===== src/rtl/rf_write_arbiter_if.sv =====
`default_nettype none
// ============================================================================
//  Module      : rf_write_arbiter_if
//  Description : Bus bundle between the write requesters (core writeback and
//                auxiliary port) and the register-file write arbiter, plus the
//                arbiter's register-file write port outputs.
//  Revision    : 1.0 - initial release
// ============================================================================
interface rf_write_arbiter_if #(
  parameter int DATA_W = 32
);
  // Core writeback request
  logic              core_we;
  logic [4:0]        core_wa;
  logic [DATA_W-1:0] core_wd;
  logic              core_stall;
  // Auxiliary requester (load return / debug)
  logic              aux_valid;
  logic [4:0]        aux_wa;
  logic [DATA_W-1:0] aux_wd;
  logic              aux_ready;
  // Status
  logic              init_busy;
  // Register file write port
  logic              rf_we;
  logic [4:0]        rf_wa;
  logic [DATA_W-1:0] rf_wd;

  // Requester / register-file side
  modport master (
    output core_we, core_wa, core_wd, aux_valid, aux_wa, aux_wd,
    input  core_stall, aux_ready, init_busy, rf_we, rf_wa, rf_wd
  );

  // Arbiter side
  modport slave (
    input  core_we, core_wa, core_wd, aux_valid, aux_wa, aux_wd,
    output core_stall, aux_ready, init_busy, rf_we, rf_wa, rf_wd
  );
endinterface
`default_nettype wire


===== src/rtl/rf_write_arbiter.sv =====
`default_nettype none
// ============================================================================
//  Module      : rf_write_arbiter
//  Description : Write-port controller for the 32x32 register file. Clears
//                R0..R30 after reset, then shares the single write port
//                between core writeback and an auxiliary requester with a
//                starvation guard. R31 is never written.
//  Revision    : 1.0 - initial release
// ============================================================================
module rf_write_arbiter #(
  parameter int MAX_WAIT = 4,   // refusals tolerated before aux gets priority (1..15)
  parameter int DATA_W   = 32
) (
  input  logic               clk,
  input  logic               rst_n,
  rf_write_arbiter_if.slave  bus_if
);

  typedef enum logic [0:0] {
    ST_INIT = 1'b0,
    ST_RUN  = 1'b1
  } state_t;

  localparam logic [3:0] C_MAX_WAIT  = 4'(MAX_WAIT);
  localparam logic [4:0] C_LAST_CLR  = 5'd30;
  localparam logic [4:0] C_R31       = 5'd31;

  state_t      state_q;
  logic [4:0]  clr_cnt_q;
  logic [3:0]  wait_cnt_q;
  logic [3:0]  wait_cnt_d;
  logic        starve_q;
  logic        init_busy_q;

  logic              arb_aux_ready;
  logic              arb_core_stall;
  logic              arb_aux_grant;
  logic              arb_we;
  logic [4:0]        arb_wa;
  logic [DATA_W-1:0] arb_wd;

  // Arbitration and write-port mux; zero latency from request to rf_* outputs
  always_comb begin
    arb_aux_ready  = 1'b0;
    arb_core_stall = 1'b1;
    arb_aux_grant  = 1'b0;
    arb_we         = 1'b0;
    arb_wa         = '0;
    arb_wd         = '0;
    wait_cnt_d     = '0;
    if (state_q == ST_INIT) begin
      arb_we = 1'b1;
      arb_wa = clr_cnt_q;
    end else begin
      arb_aux_ready  = !bus_if.core_we || starve_q;
      arb_core_stall = starve_q && bus_if.aux_valid;
      arb_aux_grant  = bus_if.aux_valid && arb_aux_ready;
      if (arb_aux_grant) begin
        // Handshake completes even for R31, but the file is never written there
        arb_we = (bus_if.aux_wa != C_R31);
        arb_wa = bus_if.aux_wa;
        arb_wd = bus_if.aux_wd;
      end else if (bus_if.core_we && !arb_core_stall) begin
        arb_we = (bus_if.core_wa != C_R31);
        arb_wa = bus_if.core_wa;
        arb_wd = bus_if.core_wd;
      end
      // Count refusals; any grant or dropped request restarts the count
      if (bus_if.aux_valid && !arb_aux_ready) begin
        wait_cnt_d = (wait_cnt_q == C_MAX_WAIT) ? wait_cnt_q : wait_cnt_q + 4'd1;
      end
    end
  end

  // Clear sequencer, mode FSM and starvation tracking
  always_ff @(posedge clk or negedge rst_n) begin
    if (!rst_n) begin
      state_q     <= ST_INIT;
      clr_cnt_q   <= '0;
      wait_cnt_q  <= '0;
      starve_q    <= 1'b0;
      init_busy_q <= 1'b1;
    end else begin
      case (state_q)
        ST_INIT: begin
          wait_cnt_q <= '0;
          starve_q   <= 1'b0;
          if (clr_cnt_q == C_LAST_CLR) begin
            state_q     <= ST_RUN;
            clr_cnt_q   <= '0;
            init_busy_q <= 1'b0;
          end else begin
            clr_cnt_q <= clr_cnt_q + 5'd1;
          end
        end
        default: begin
          wait_cnt_q <= wait_cnt_d;
          // Registered so aux wins on the cycle after the MAX_WAIT-th refusal
          starve_q   <= (wait_cnt_d == C_MAX_WAIT);
        end
      endcase
    end
  end

  // Write enable is forced low while reset is held, independent of state
  assign bus_if.rf_we      = arb_we && rst_n;
  assign bus_if.rf_wa      = arb_wa;
  assign bus_if.rf_wd      = arb_wd;
  assign bus_if.aux_ready  = arb_aux_ready;
  assign bus_if.core_stall = arb_core_stall;
  assign bus_if.init_busy  = init_busy_q;

endmodule
`default_nettype wire


===== src/flat_wrapper.sv =====
// flat-port wrapper written by rule: the top's interface ports become plain ports
module rf_write_arbiter_flat 
#(
  parameter int MAX_WAIT = 4,                                                         
  parameter int DATA_W   = 32
)
  (clk, rst_n, bus_if_core_we, bus_if_core_wa, bus_if_core_wd, bus_if_aux_valid, bus_if_aux_wa, bus_if_aux_wd, bus_if_core_stall, bus_if_aux_ready, bus_if_init_busy, bus_if_rf_we, bus_if_rf_wa, bus_if_rf_wd);
  rf_write_arbiter_if #(.DATA_W(DATA_W)) bus_if_i ();
  input  logic clk;
  input  logic rst_n;
  input wire logic [$bits(bus_if_i.core_we)-1:0] bus_if_core_we;
  input wire logic [$bits(bus_if_i.core_wa)-1:0] bus_if_core_wa;
  input wire logic [$bits(bus_if_i.core_wd)-1:0] bus_if_core_wd;
  input wire logic [$bits(bus_if_i.aux_valid)-1:0] bus_if_aux_valid;
  input wire logic [$bits(bus_if_i.aux_wa)-1:0] bus_if_aux_wa;
  input wire logic [$bits(bus_if_i.aux_wd)-1:0] bus_if_aux_wd;
  output wire logic [$bits(bus_if_i.core_stall)-1:0] bus_if_core_stall;
  output wire logic [$bits(bus_if_i.aux_ready)-1:0] bus_if_aux_ready;
  output wire logic [$bits(bus_if_i.init_busy)-1:0] bus_if_init_busy;
  output wire logic [$bits(bus_if_i.rf_we)-1:0] bus_if_rf_we;
  output wire logic [$bits(bus_if_i.rf_wa)-1:0] bus_if_rf_wa;
  output wire logic [$bits(bus_if_i.rf_wd)-1:0] bus_if_rf_wd;
  assign bus_if_i.core_we = bus_if_core_we;
  assign bus_if_i.core_wa = bus_if_core_wa;
  assign bus_if_i.core_wd = bus_if_core_wd;
  assign bus_if_i.aux_valid = bus_if_aux_valid;
  assign bus_if_i.aux_wa = bus_if_aux_wa;
  assign bus_if_i.aux_wd = bus_if_aux_wd;
  assign bus_if_core_stall = bus_if_i.core_stall;
  assign bus_if_aux_ready = bus_if_i.aux_ready;
  assign bus_if_init_busy = bus_if_i.init_busy;
  assign bus_if_rf_we = bus_if_i.rf_we;
  assign bus_if_rf_wa = bus_if_i.rf_wa;
  assign bus_if_rf_wd = bus_if_i.rf_wd;
  rf_write_arbiter #(.MAX_WAIT(MAX_WAIT), .DATA_W(DATA_W)) u_core (.clk(clk), .rst_n(rst_n), .bus_if(bus_if_i));
endmodule

===== config.mk =====
export PLATFORM = sky130hd
export DESIGN_NAME = rf_write_arbiter_flat
export DESIGN_NICKNAME = d
export VERILOG_FILES = /design/src/rtl/rf_write_arbiter_if.sv /design/src/rtl/rf_write_arbiter.sv /design/src/flat_wrapper.sv
export SDC_FILE = /design/constraint.sdc
export NUM_CORES = 1
export LEC_CHECK = 0
export BUFFER_PORTS_ARGS = -buffer_cell sky130_fd_sc_hd__buf_2
export CAP_MARGIN = 10
export CORE_UTILIZATION = 41
export CTS_BUF_LIST = sky130_fd_sc_hd__clkbuf_8
export DETAILED_ROUTE_END_ITERATION = 8
export GPL_ROUTABILITY_DRIVEN = 0
export PLACE_DENSITY = 0.89
export SLEW_MARGIN = 20
export SYNTH_ARGS = -nofsm -noshare
export SYNTH_HDL_FRONTEND = slang
export SYNTH_SLANG_ARGS = --single-unit

===== constraint.sdc =====
create_clock -name clk -period 2.9 [get_ports clk]
set_input_delay 0.58 -clock clk [delete_from_list [all_inputs] [get_ports clk]]
set_output_delay 0.58 -clock clk [all_outputs]
set_load 0.005 [all_outputs]

==> flow_metrics.py <==
metrics = {
    "logic_synthesis": {
        "syn_inst": 167,
        "yosysMostFrequentCell": "nor2_1",
        "yosys-top-cells-count": "nor2_1, a22oi_1, nand2_1",
        "ys_warn_count": 0,
        "synthesis.nets": 249,
        "synth.area.top_cells": "dfrtp_1, nor2_1, a22oi_1",
        "synth_top_area_share_pct": 22.0,
        "synth_seq_cells": 12,
        "syn_area_per_cell_um2": 7.48,
        "async_reset_ff_share_pct": 100,
        "ys_types": 30,
        "yosysTopAreaCell": "dfrtp_1",
        "syn-cell-area_um2": 1250,
        "synth-edff-count": 0,
        "ys.flop_type": "dfrtp_1",
        "ys_seq_area_share_pct": 24.1,
    },
    "timing": {
        "final-hold-violation-count": 0,
        "max_freq_mhz": 409,
        "setup-tns-final_ps": 0,
        "worstMarginPinSlew_ps": 656,
        "fin_crit_ps": 2440,
        "setup_slack_ps": 457,
        "rsz0062_at_grt": "no",
        "finalMaxSlewViolations": 0,
        "hold_slack_ps": 208,
        "setup_viol": 0,
        "finalCritPeriodShare_pct": 84.3,
        "clock-skew-final_ps": 1.46,
        "timing.slew.headroom_pct": 56.2,
    },
    "worst_setup_path": {
        "start_kind": "flip-flop",
        "critPathRequiredTime_ps": 2320,
        "critical-path-max-stage-delay_ps": 560,
        "worst_path_dominant_cell_family": "buffers and inverters",
        "path_buf_inv": 3,
        "critPathSlowestCell": "inv_1",
        "r2r_end": "u_core.clr_cnt_q[1]$_DFFE_PN0N_",
        "worstPathMaxFanout": 24,
        "critPathArrivalTime_ps": 1860,
        "cp-end-kind": "output port",
        "worstPathCellList": "inv_1 -> buf_4 -> nor2_1 -> buf_2",
        "r2r_cells": 3,
        "r2r_start": "u_core.state_q$_DFF_PN0_",
        "crit_type": "reg2out",
        "path_depth": 4,
        "reg2reg_slack_ps": 1130,
    },
    "grt": {
        "track_usage_pct": 24.7,
        "grt_pass1_vias": 1408,
        "grt-ovfl-total": 0,
        "grt_max_degree": 39,
        "grt_pass1_wl_mm": 6.29,
        "antenna_found_initial": 0,
    },
    "place": {
        "placed_area_um2": 1790,
        "post-place-ws_ps": 661,
        "hpwlAfterDp_mm": 3.20,
        "numPortBuffers": 118,
        "place_inst": 304,
    },
    "finish": {
        "nNetsFinal": 360,
        "layout-drive-gt1-share_pct": 48.7,
        "diodes": 0,
        "syn2layout_area_growth_pct": 46.7,
        "utilization_pct": 64.8,
        "fin_cells": 308,
        "design_area_um2": 1830,
    },
    "routing": {
        "drtAntennaViolNets": 0,
        "drc": 10,
        "wl_per_cell_um": 13.5,
        "detail_route.vias_per_cell": 5.31,
        "dr.pass1.iters": 9,
        "drt-total-wl_mm": 4.17,
        "drt-initial-drc-count": 194,
        "vias": 1634,
    },
    "cts": {
        "cts_tree": "built",
        "clkLatencyLatePin_ps": 250,
        "hold_buffers": 0,
        "clockBufferDepth": 2,
        "ctsRootBufferMaster": "clkbuf_8",
        "ctsResizeCount": 0,
        "cts_sinks": 12,
        "post_cts_buffers": 0,
        "htreeDepth": 1,
        "cts.reportedPaths.clkPinSlew_ps": 50,
        "cts_made_buffers": 3,
    },
    "die": {
        "ios": 119,
        "start_util_pct": 44.2,
        "die_h_um": 57.2,
        "core_area_um2": 2830,
        "fp-row-count": 19,
        "die-area_um2": 3270,
        "die_x_um": 57.2,
    },
    "power_and_ir_drop": {
        "clkPwrFrac_pct": 30.9,
        "internal_power_uw": 361,
        "powerDensity_nw_per_um2": 281,
        "power_frac_comb_pct": 36.0,
        "power_switching_uw": 155,
        "sequentialPowerShare_pct": 33.1,
        "irDropWorstVdd_uv": 228,
        "sw_frac_of_total_pct": 30.1,
        "p_leak_nw": 1.04,
        "total_power_uw": 516,
    },
    "status": {
        "outcome": "finished, violations left",
        "violations": "DRC",
    },
    "run": {
        "drv_cap": 0,
    },
    "worst_hold_path": {
        "min_path_type": "in2async",
    },
}
cells by family (layout without fill, tap and decap cells):
| logic type | Yosys count | in the layout | synth area share, % |
|---|---|---|---|
| adders and majority gates | 4 | 4 | 4.00 |
| DFF | 12 | 12 | 24.1 |
| AOI/OAI and AO/OA | 54 | 54 | 34.8 |
| and+or+nand+nor | 77 | 77 | 26.6 |
| muxes | 1 | 1 | 0.801 |
| buffers and inverters | 19 | 129 | 9.61 |
worst max path at each step:
stage,end,start
detailed placement,bus_if_rf_wd[31],bus_if_aux_valid
global route,bus_if_rf_wd[19],u_core.state_q$_DFF_PN0_
global placement,bus_if_rf_wd[31],bus_if_aux_valid
finish,bus_if_rf_wd[29],u_core.state_q$_DFF_PN0_
CTS,bus_if_rf_wd[29],u_core.state_q$_DFF_PN0_
floorplan,bus_if_rf_wd[11],bus_if_aux_valid
area by class of cell:
type / instances / area [µm²]
Fill cell: 249 / 995
Tap cell: 31 / 38.8
Sequential cell: 12 / 302
Multi-Input combinational cell: 136 / 828
Clock buffer: 3 / 41.3
Inverter: 6 / 22.5
Timing Repair Buffer: 119 / 598
Clock inverter: 1 / 3.75
metal layers:
layer / part of all wire (%) / global-route usage, %
met1: 39 / 28.7
met2: 54 / 46.1
met5: 0 / 0
met3: 6.5 / 2.95
met4: 1.3 / 9.76
flip-flops by register name, summed over array words and instances, names as in the netlist:
name,count
u_core.bus_if.init_busy,1
u_core.clr_cnt_q,5
u_core.state_q,1
u_core.starve_q,1
u_core.wait_cnt_q,4
cell usage in the layout (no fill, tap or decap):
cell,netlist,layout
buf_2,3,118
nor2_1,47,47
a22oi_1,22,22
nand2_1,15,15
dfrtp_1,11,11
a22oi_2,10,10
inv_1,6,7
o21ai_0,7,7
a221oi_1,5,5
ha_1,4,4
a31oi_1,3,3
nand3_1,3,3
clkbuf_8,0,3
and2_4,2,2
nand2b_1,2,2
nand4b_1,2,2
and2_1,2,2
a21oi_1,2,2
o21bai_1,1,1
nand3b_1,1,1
nor3_1,1,1
nand4_1,1,1
o22ai_1,1,1
a21boi_0,1,1
mux2i_1,1,1
nor2b_1,1,1
o21a_1,1,1
a22o_1,1,1
buf_4,0,1
dfstp_2,1,1
power by group through the flow:
| stage | Combinational [mW] | Clock [mW] | Sequential [mW] |
|---|---|---|---|
| finish | 0.185 | 0.159 | 0.171 |
| global route | 0.205 | 0.172 | 0.171 |
| detailed placement | 0.185 | 0 | 0.174 |
| global placement | 0.182 | 0 | 0.174 |
| floorplan | 0.0882 | 0 | 0.173 |
| CTS | 0.186 | 0.165 | 0.171 |
Power figures use the tool's default switching activity.
